==> src/rtl/keypad_bcd_entry.sv <==
// 4x4 matrix keypad scanner with debounce, feeding a signed 3-digit BCD operand
// (12-bit BCD plus sign) to the multiplier datapath.
module keypad_bcd_entry #(
   parameter int SCAN_TICKS      = 10000,
   parameter int DEBOUNCE_CYCLES = 50000
) (
   input  logic        clk,
   input  logic        reset,
   input  logic [3:0]  rows,
   output logic [3:0]  cols,
   output logic        key_valid,
   output logic [3:0]  key_code,
   output logic [11:0] bcd_operand,
   output logic        sign,
   output logic [1:0]  digit_count,
   output logic        operand_ready
);

   localparam int TW = (SCAN_TICKS > 1) ? $clog2(SCAN_TICKS) : 1;
   localparam int DW = (DEBOUNCE_CYCLES > 1) ? $clog2(DEBOUNCE_CYCLES) : 1;
   localparam logic [TW-1:0] TICK_LAST = TW'(SCAN_TICKS - 1);
   localparam logic [DW-1:0] DEB_LAST  = DW'(DEBOUNCE_CYCLES - 1);

   localparam logic [3:0] KEY_C    = 4'd12;
   localparam logic [3:0] KEY_STAR = 4'd14;
   localparam logic [3:0] KEY_HASH = 4'd15;

   typedef enum logic [1:0] {
      ST_SCAN     = 2'd0,
      ST_DEBOUNCE = 2'd1,
      ST_RELEASE  = 2'd2
   } state_t;

   function automatic logic [3:0] key_map(input logic [1:0] row, input logic [1:0] col);
      logic [3:0] code;
      case ({row, col})
         4'b00_00: code = 4'd1;
         4'b00_01: code = 4'd2;
         4'b00_10: code = 4'd3;
         4'b00_11: code = 4'd10;
         4'b01_00: code = 4'd4;
         4'b01_01: code = 4'd5;
         4'b01_10: code = 4'd6;
         4'b01_11: code = 4'd11;
         4'b10_00: code = 4'd7;
         4'b10_01: code = 4'd8;
         4'b10_10: code = 4'd9;
         4'b10_11: code = 4'd12;
         4'b11_00: code = 4'd14;
         4'b11_01: code = 4'd0;
         4'b11_10: code = 4'd15;
         4'b11_11: code = 4'd13;
         default:  code = 4'd0;
      endcase
      return code;
   endfunction

   // Lowest-indexed low row wins when several rows are pressed together.
   function automatic logic [1:0] lowest_row(input logic [3:0] r);
      logic [1:0] idx;
      if (r[0] == 1'b0) begin
         idx = 2'd0;
      end else if (r[1] == 1'b0) begin
         idx = 2'd1;
      end else if (r[2] == 1'b0) begin
         idx = 2'd2;
      end else begin
         idx = 2'd3;
      end
      return idx;
   endfunction

   logic [3:0]    sync_r;
   logic [3:0]    rs_r;
   state_t        state_r;
   state_t        state_nxt_s;
   logic [TW-1:0] tick_r;
   logic [DW-1:0] cnt_r;
   logic [1:0]    col_sel_r;
   logic [1:0]    col_nxt_s;
   logic [3:0]    cap_r;
   logic [1:0]    row_r;
   logic [3:0]    cols_r;
   logic          key_valid_r;
   logic [3:0]    key_code_r;
   logic [11:0]   bcd_r;
   logic          sign_r;
   logic [1:0]    count_r;
   logic          ready_r;
   logic          committed_r;

   logic tick_last_s;
   logic cnt_last_s;
   logic tick_inc_s;
   logic tick_clr_s;
   logic cnt_inc_s;
   logic cnt_clr_s;
   logic col_adv_s;
   logic capture_s;
   logic fire_s;

   assign tick_last_s = (tick_r == TICK_LAST);
   assign cnt_last_s  = (cnt_r == DEB_LAST);
   assign col_nxt_s   = col_adv_s ? (col_sel_r + 2'd1) : col_sel_r;

   // Two-flop synchronizer for the asynchronous rows.
   always_ff @(posedge clk) begin
      if (reset) begin
         sync_r <= 4'hF;
         rs_r   <= 4'hF;
      end else begin
         sync_r <= rows;
         rs_r   <= sync_r;
      end
   end

   // FSM state register.
   always_ff @(posedge clk) begin
      if (reset) begin
         state_r <= ST_SCAN;
      end else begin
         state_r <= state_nxt_s;
      end
   end

   // FSM next-state logic.
   always_comb begin
      state_nxt_s = state_r;
      case (state_r)
         ST_SCAN: begin
            if (tick_last_s && (rs_r != 4'hF)) begin
               state_nxt_s = ST_DEBOUNCE;
            end else begin
               state_nxt_s = ST_SCAN;
            end
         end
         ST_DEBOUNCE: begin
            if (rs_r != cap_r) begin
               state_nxt_s = ST_SCAN;
            end else if (cnt_last_s) begin
               state_nxt_s = ST_RELEASE;
            end else begin
               state_nxt_s = ST_DEBOUNCE;
            end
         end
         ST_RELEASE: begin
            if ((rs_r == 4'hF) && cnt_last_s) begin
               state_nxt_s = ST_SCAN;
            end else begin
               state_nxt_s = ST_RELEASE;
            end
         end
         default: state_nxt_s = ST_SCAN;
      endcase
   end

   // FSM output strobes steering counters, column select and key capture.
   always_comb begin
      tick_inc_s = 1'b0;
      tick_clr_s = 1'b0;
      cnt_inc_s  = 1'b0;
      cnt_clr_s  = 1'b0;
      col_adv_s  = 1'b0;
      capture_s  = 1'b0;
      fire_s     = 1'b0;
      case (state_r)
         ST_SCAN: begin
            cnt_clr_s = 1'b1;
            if (tick_last_s) begin
               tick_clr_s = 1'b1;
               if (rs_r == 4'hF) begin
                  col_adv_s = 1'b1;
               end else begin
                  capture_s = 1'b1;
               end
            end else begin
               tick_inc_s = 1'b1;
            end
         end
         ST_DEBOUNCE: begin
            if (rs_r != cap_r) begin
               col_adv_s = 1'b1;
               cnt_clr_s = 1'b1;
            end else if (cnt_last_s) begin
               fire_s    = 1'b1;
               cnt_clr_s = 1'b1;
            end else begin
               cnt_inc_s = 1'b1;
            end
         end
         ST_RELEASE: begin
            if (rs_r != 4'hF) begin
               cnt_clr_s = 1'b1;
            end else if (cnt_last_s) begin
               cnt_clr_s = 1'b1;
               col_adv_s = 1'b1;
            end else begin
               cnt_inc_s = 1'b1;
            end
         end
         default: begin
            tick_clr_s = 1'b1;
            cnt_clr_s  = 1'b1;
         end
      endcase
   end

   // Scan/debounce counters, column drive and row capture.
   always_ff @(posedge clk) begin
      if (reset) begin
         tick_r    <= '0;
         cnt_r     <= '0;
         col_sel_r <= 2'd0;
         cols_r    <= 4'b1110;
         cap_r     <= 4'hF;
         row_r     <= 2'd0;
      end else begin
         if (tick_clr_s) begin
            tick_r <= '0;
         end else if (tick_inc_s) begin
            tick_r <= tick_r + TW'(1);
         end else begin
            tick_r <= tick_r;
         end
         if (cnt_clr_s) begin
            cnt_r <= '0;
         end else if (cnt_inc_s) begin
            cnt_r <= cnt_r + DW'(1);
         end else begin
            cnt_r <= cnt_r;
         end
         col_sel_r <= col_nxt_s;
         cols_r    <= ~(4'b0001 << col_nxt_s);
         if (capture_s) begin
            cap_r <= rs_r;
            row_r <= lowest_row(rs_r);
         end else begin
            cap_r <= cap_r;
            row_r <= row_r;
         end
      end
   end

   // Key pulse and held key code.
   always_ff @(posedge clk) begin
      if (reset) begin
         key_valid_r <= 1'b0;
         key_code_r  <= 4'd0;
      end else begin
         key_valid_r <= fire_s;
         if (fire_s) begin
            key_code_r <= key_map(row_r, col_sel_r);
         end else begin
            key_code_r <= key_code_r;
         end
      end
   end

   // Operand assembly, one cycle after each accepted key.
   always_ff @(posedge clk) begin
      if (reset) begin
         bcd_r       <= 12'h000;
         sign_r      <= 1'b0;
         count_r     <= 2'd0;
         ready_r     <= 1'b0;
         committed_r <= 1'b0;
      end else begin
         ready_r <= 1'b0;
         if (key_valid_r) begin
            if (key_code_r <= 4'd9) begin
               if (committed_r) begin
                  bcd_r       <= {8'h00, key_code_r};
                  sign_r      <= 1'b0;
                  count_r     <= 2'd1;
                  committed_r <= 1'b0;
               end else if (count_r < 2'd3) begin
                  bcd_r   <= {bcd_r[7:0], key_code_r};
                  count_r <= count_r + 2'd1;
               end else begin
                  bcd_r <= bcd_r;
               end
            end else begin
               case (key_code_r)
                  KEY_STAR: begin
                     sign_r      <= ~sign_r;
                     committed_r <= 1'b0;
                  end
                  KEY_C: begin
                     bcd_r       <= 12'h000;
                     sign_r      <= 1'b0;
                     count_r     <= 2'd0;
                     committed_r <= 1'b0;
                  end
                  KEY_HASH: begin
                     ready_r     <= 1'b1;
                     committed_r <= 1'b1;
                  end
                  default: bcd_r <= bcd_r;
               endcase
            end
         end else begin
            bcd_r <= bcd_r;
         end
      end
   end

   assign cols          = cols_r;
   assign key_valid     = key_valid_r;
   assign key_code      = key_code_r;
   assign bcd_operand   = bcd_r;
   assign sign          = sign_r;
   assign digit_count   = count_r;
   assign operand_ready = ready_r;

endmodule

==> config.mk <==
export PLATFORM = sky130hd
export DESIGN_NAME = keypad_bcd_entry
export DESIGN_NICKNAME = d
export VERILOG_FILES = /design/src/rtl/keypad_bcd_entry.sv
export SDC_FILE = /design/constraint.sdc
export NUM_CORES = 1
export LEC_CHECK = 0
export CELL_PAD_IN_SITES_DETAIL_PLACEMENT = 1
export CELL_PAD_IN_SITES_GLOBAL_PLACEMENT = 2
export CORE_MARGIN = 1
export CORE_UTILIZATION = 35
export DETAILED_ROUTE_END_ITERATION = 8
export GPL_ROUTABILITY_DRIVEN = 1
export PLACE_DENSITY_LB_ADDON = 0.15
export RECOVER_POWER = 50
export SLEW_MARGIN = 5
export SYNTH_ARGS = -nofsm -noshare
export SYNTH_HDL_FRONTEND = slang
export SYNTH_SLANG_ARGS = --single-unit
export TNS_END_PERCENT = 5
==> constraint.sdc <==
create_clock -name clk -period 3.01 [get_ports clk]
set_clock_uncertainty 0.2 [all_clocks]
set_input_delay 0.602 -clock clk [delete_from_list [all_inputs] [get_ports clk]]
set_output_delay 0.602 -clock clk [all_outputs]
set_load 0.05 [all_outputs]
==> metrics.yaml <==
cts-buffers-inserted: 9
drt_wl_total_um: 8730
dieWidth_um: 102
dp.cells: 569
grt_pass1_wl_um: 14500
fin_crit_ns: 2.70
wl_per_cell_um: 14.9
tns_ns: 0
critPathKind: "reg2reg"
violations: "max-capacitance violations, max-slew violations"
met2_usage: 0.275
leakagePower_nw: 1.40
worst_setup_path_start_kind: "flip-flop"
drcViolationCount: 0
dp_hpwl_um: 6130
root_buffer: "clkbuf_8"
syn_to_final_growth_pct: 19.2
start_util: 0.361
cp_cell_sequence: "or4b_1 > or4_1 > a21bo_2 > a21o_1 > mux2_1"
io_buffers: 30
synth_largest_area_cell: "dfxtp_1"
cts_sinks: 74
worst_slew_pin_slew_ns: 2.10
worst_ep_arrival_time_ns: 2.74
vias: 3096
final_cell_mix: "dfxtp_1, nand2_1, nor2_1, a21oi_1, nand3_1"
synth-edff-count: 0
antenna_found_initial: 0
diodes: 0
busiest_layer: "met2"
post_cts_buffers: 0
max_stage_delay_ns: 0.58
critPathMaxFanout: 7
pin_count: 31
dieArea_um2: 10500
dpl_worst_slack_ns: 0.298
fp-row-count: 36
slew_viol_final: 49
grt_use_total: 0.177
rsz0062_at_grt: "no"
ys.flop_type: "dfxtp_1"
final_area_um2: 4210
end_kind: "flip-flop"
dr.pass1.iters: 4
clk_pin_slew_ns: 0.09
synth_warnings: 0
finalSetupViolations: 0
synth-seq-cells: 74
drive_gt1_frac: 0.104
whs_ns: 0.206
crit_slowest_cell: "or4_1"
drv_cap: 1
utilization: 0.431
vdd_drop_max_uv: 171
post_dp_cell_area_um2: 4010
met3_usage: 0.0369
gp_congestion: 0.799
outcome: "finished, violations left"
cts_max_path_buffers: 2
grt_max_degree: 49
period_share: 0.898
setup_ws_ns: 0.308
yosys.cell_types.count: 53
yosysSeqAreaShare: 0.419
coreArea_um2: 9770
hp-start: "sync_r[0]"
rr_startpoint: "tick_r[3]"
avgSynthCellArea_um2: 8.51
ctsResizeCount: 0
viasPerCell: 5.29
fmax_mhz: 370
first_global_vias: 2985
layout.nets: 465
powerDensity_nw_per_um2: 453
finalNonFillerCells: 585
max_slew_margin: -0.400
met1_usage: 0.236
drtIter0Drc: 70
synthArstFlopShare: 0
required_ns: 3.05
synth_nets: 433
startpoint: "tick_r[3]"
htreeDepth: 3
antenna_left: 0
clk_latency_ns: 0.36
syn_inst: 415
gr-total-overflow: 0
hold_viol: 0
power_mw: 1.91
cts.hold.buffers_added: 0
die-height_um: 102
min_path_type: "reg2reg"
cp_top_family: "simple AND/OR/NAND/NOR gates"
nFillCells: 1188
critical_path_buf_inv_count: 0
cts_tree: "yes"
yosysTopAreaCellShare: 0.419
synth_top_cells_by_area: "dfxtp_1, ha_1, nand2_1"
netlist_area_um2: 3530
final_common_cell: "dfxtp_1"
-- cell type report --
| cell class | count | area (um2) | area share |
|---|---|---|---|
| Inverter | 13 | 48.8 | 0.0116 |
| Multi-Input combinational cell | 307 | 1920 | 0.456 |
| Clock inverter | 7 | 91.3 | 0.0217 |
| Timing Repair Buffer | 42 | 378 | 0.0897 |
| Clock buffer | 9 | 124 | 0.0294 |
| Sequential cell | 74 | 1480 | 0.352 |
| Tap cell | 133 | 166 | 0.0395 |
-- synthesized netlist by cell type, types with 9 or more instances --
| cell | count |
|---|---|
| o21ai_0 | 17 |
| or4_1 | 10 |
| nor3_1 | 25 |
| nand4_1 | 9 |
| xnor2_1 | 11 |
| nand2_1 | 37 |
| dfxtp_1 | 74 |
| inv_1 | 13 |
| nor2_1 | 37 |
| ha_1 | 12 |
| clkbuf_1 | 15 |
| a21oi_1 | 27 |
| mux2i_1 | 11 |
| nand3_1 | 26 |
| or2_2 | 9 |
-- worst paths after layout --
path,end,slack (ns),cells past startpoint
setup reg to reg,col_sel_r[0],0.31,5
hold / removal,rs_r[0],0.21,1
hold reg to reg,rs_r[0],0.21,1
setup / recovery,col_sel_r[0],0.31,5
-- report_power, final --
| part | switching, mW | internal (mW) | total, mW |
|---|---|---|---|
| clock network | 0.392 | 0.465 | 0.857 |
| logic | 0.0360 | 0.0232 | 0.0592 |
| registers | 0.00754 | 0.987 | 0.994 |
-- sequential cells by signal, summed over array words and instances (netlist names) --
| signal | count |
|---|---|
| tick_r | 14 |
| committed_r | 1 |
| key_code | 4 |
| col_sel_r | 2 |
| state_r | 2 |
| row_r | 2 |
| cnt_r | 16 |
| rs_r | 4 |
| key_valid | 1 |
| sign | 1 |
| operand_ready | 1 |
| bcd_operand | 12 |
| sync_r | 4 |
| cap_r | 4 |
| digit_count | 2 |
| cols | 4 |
-- layer usage --
| layer | vias up | part of all wire |
|---|---|---|
| met5 | - | 0 |
| met4 | 0 | 0.015 |
| met3 | 10 | 0.023 |
| met2 | 40 | 0.46 |
| met1 | 1483 | 0.51 |
| li1 | 1563 | - |
-- logic make-up (layout without fill, tap and decap cells) --
group	Yosys count	in the layout	share of synthesized area
and+or+nand+nor	187	187	0.275
AOI/OAI and AO/OA	76	76	0.137
DFF	74	74	0.419
buffers and inverters	34	71	0.0386
xor gates and xnor gates	16	16	0.0397
muxes	16	16	0.0471
adders and majority gates	12	12	0.0425
No activity file was read; power rests on OpenSTA's default activity.
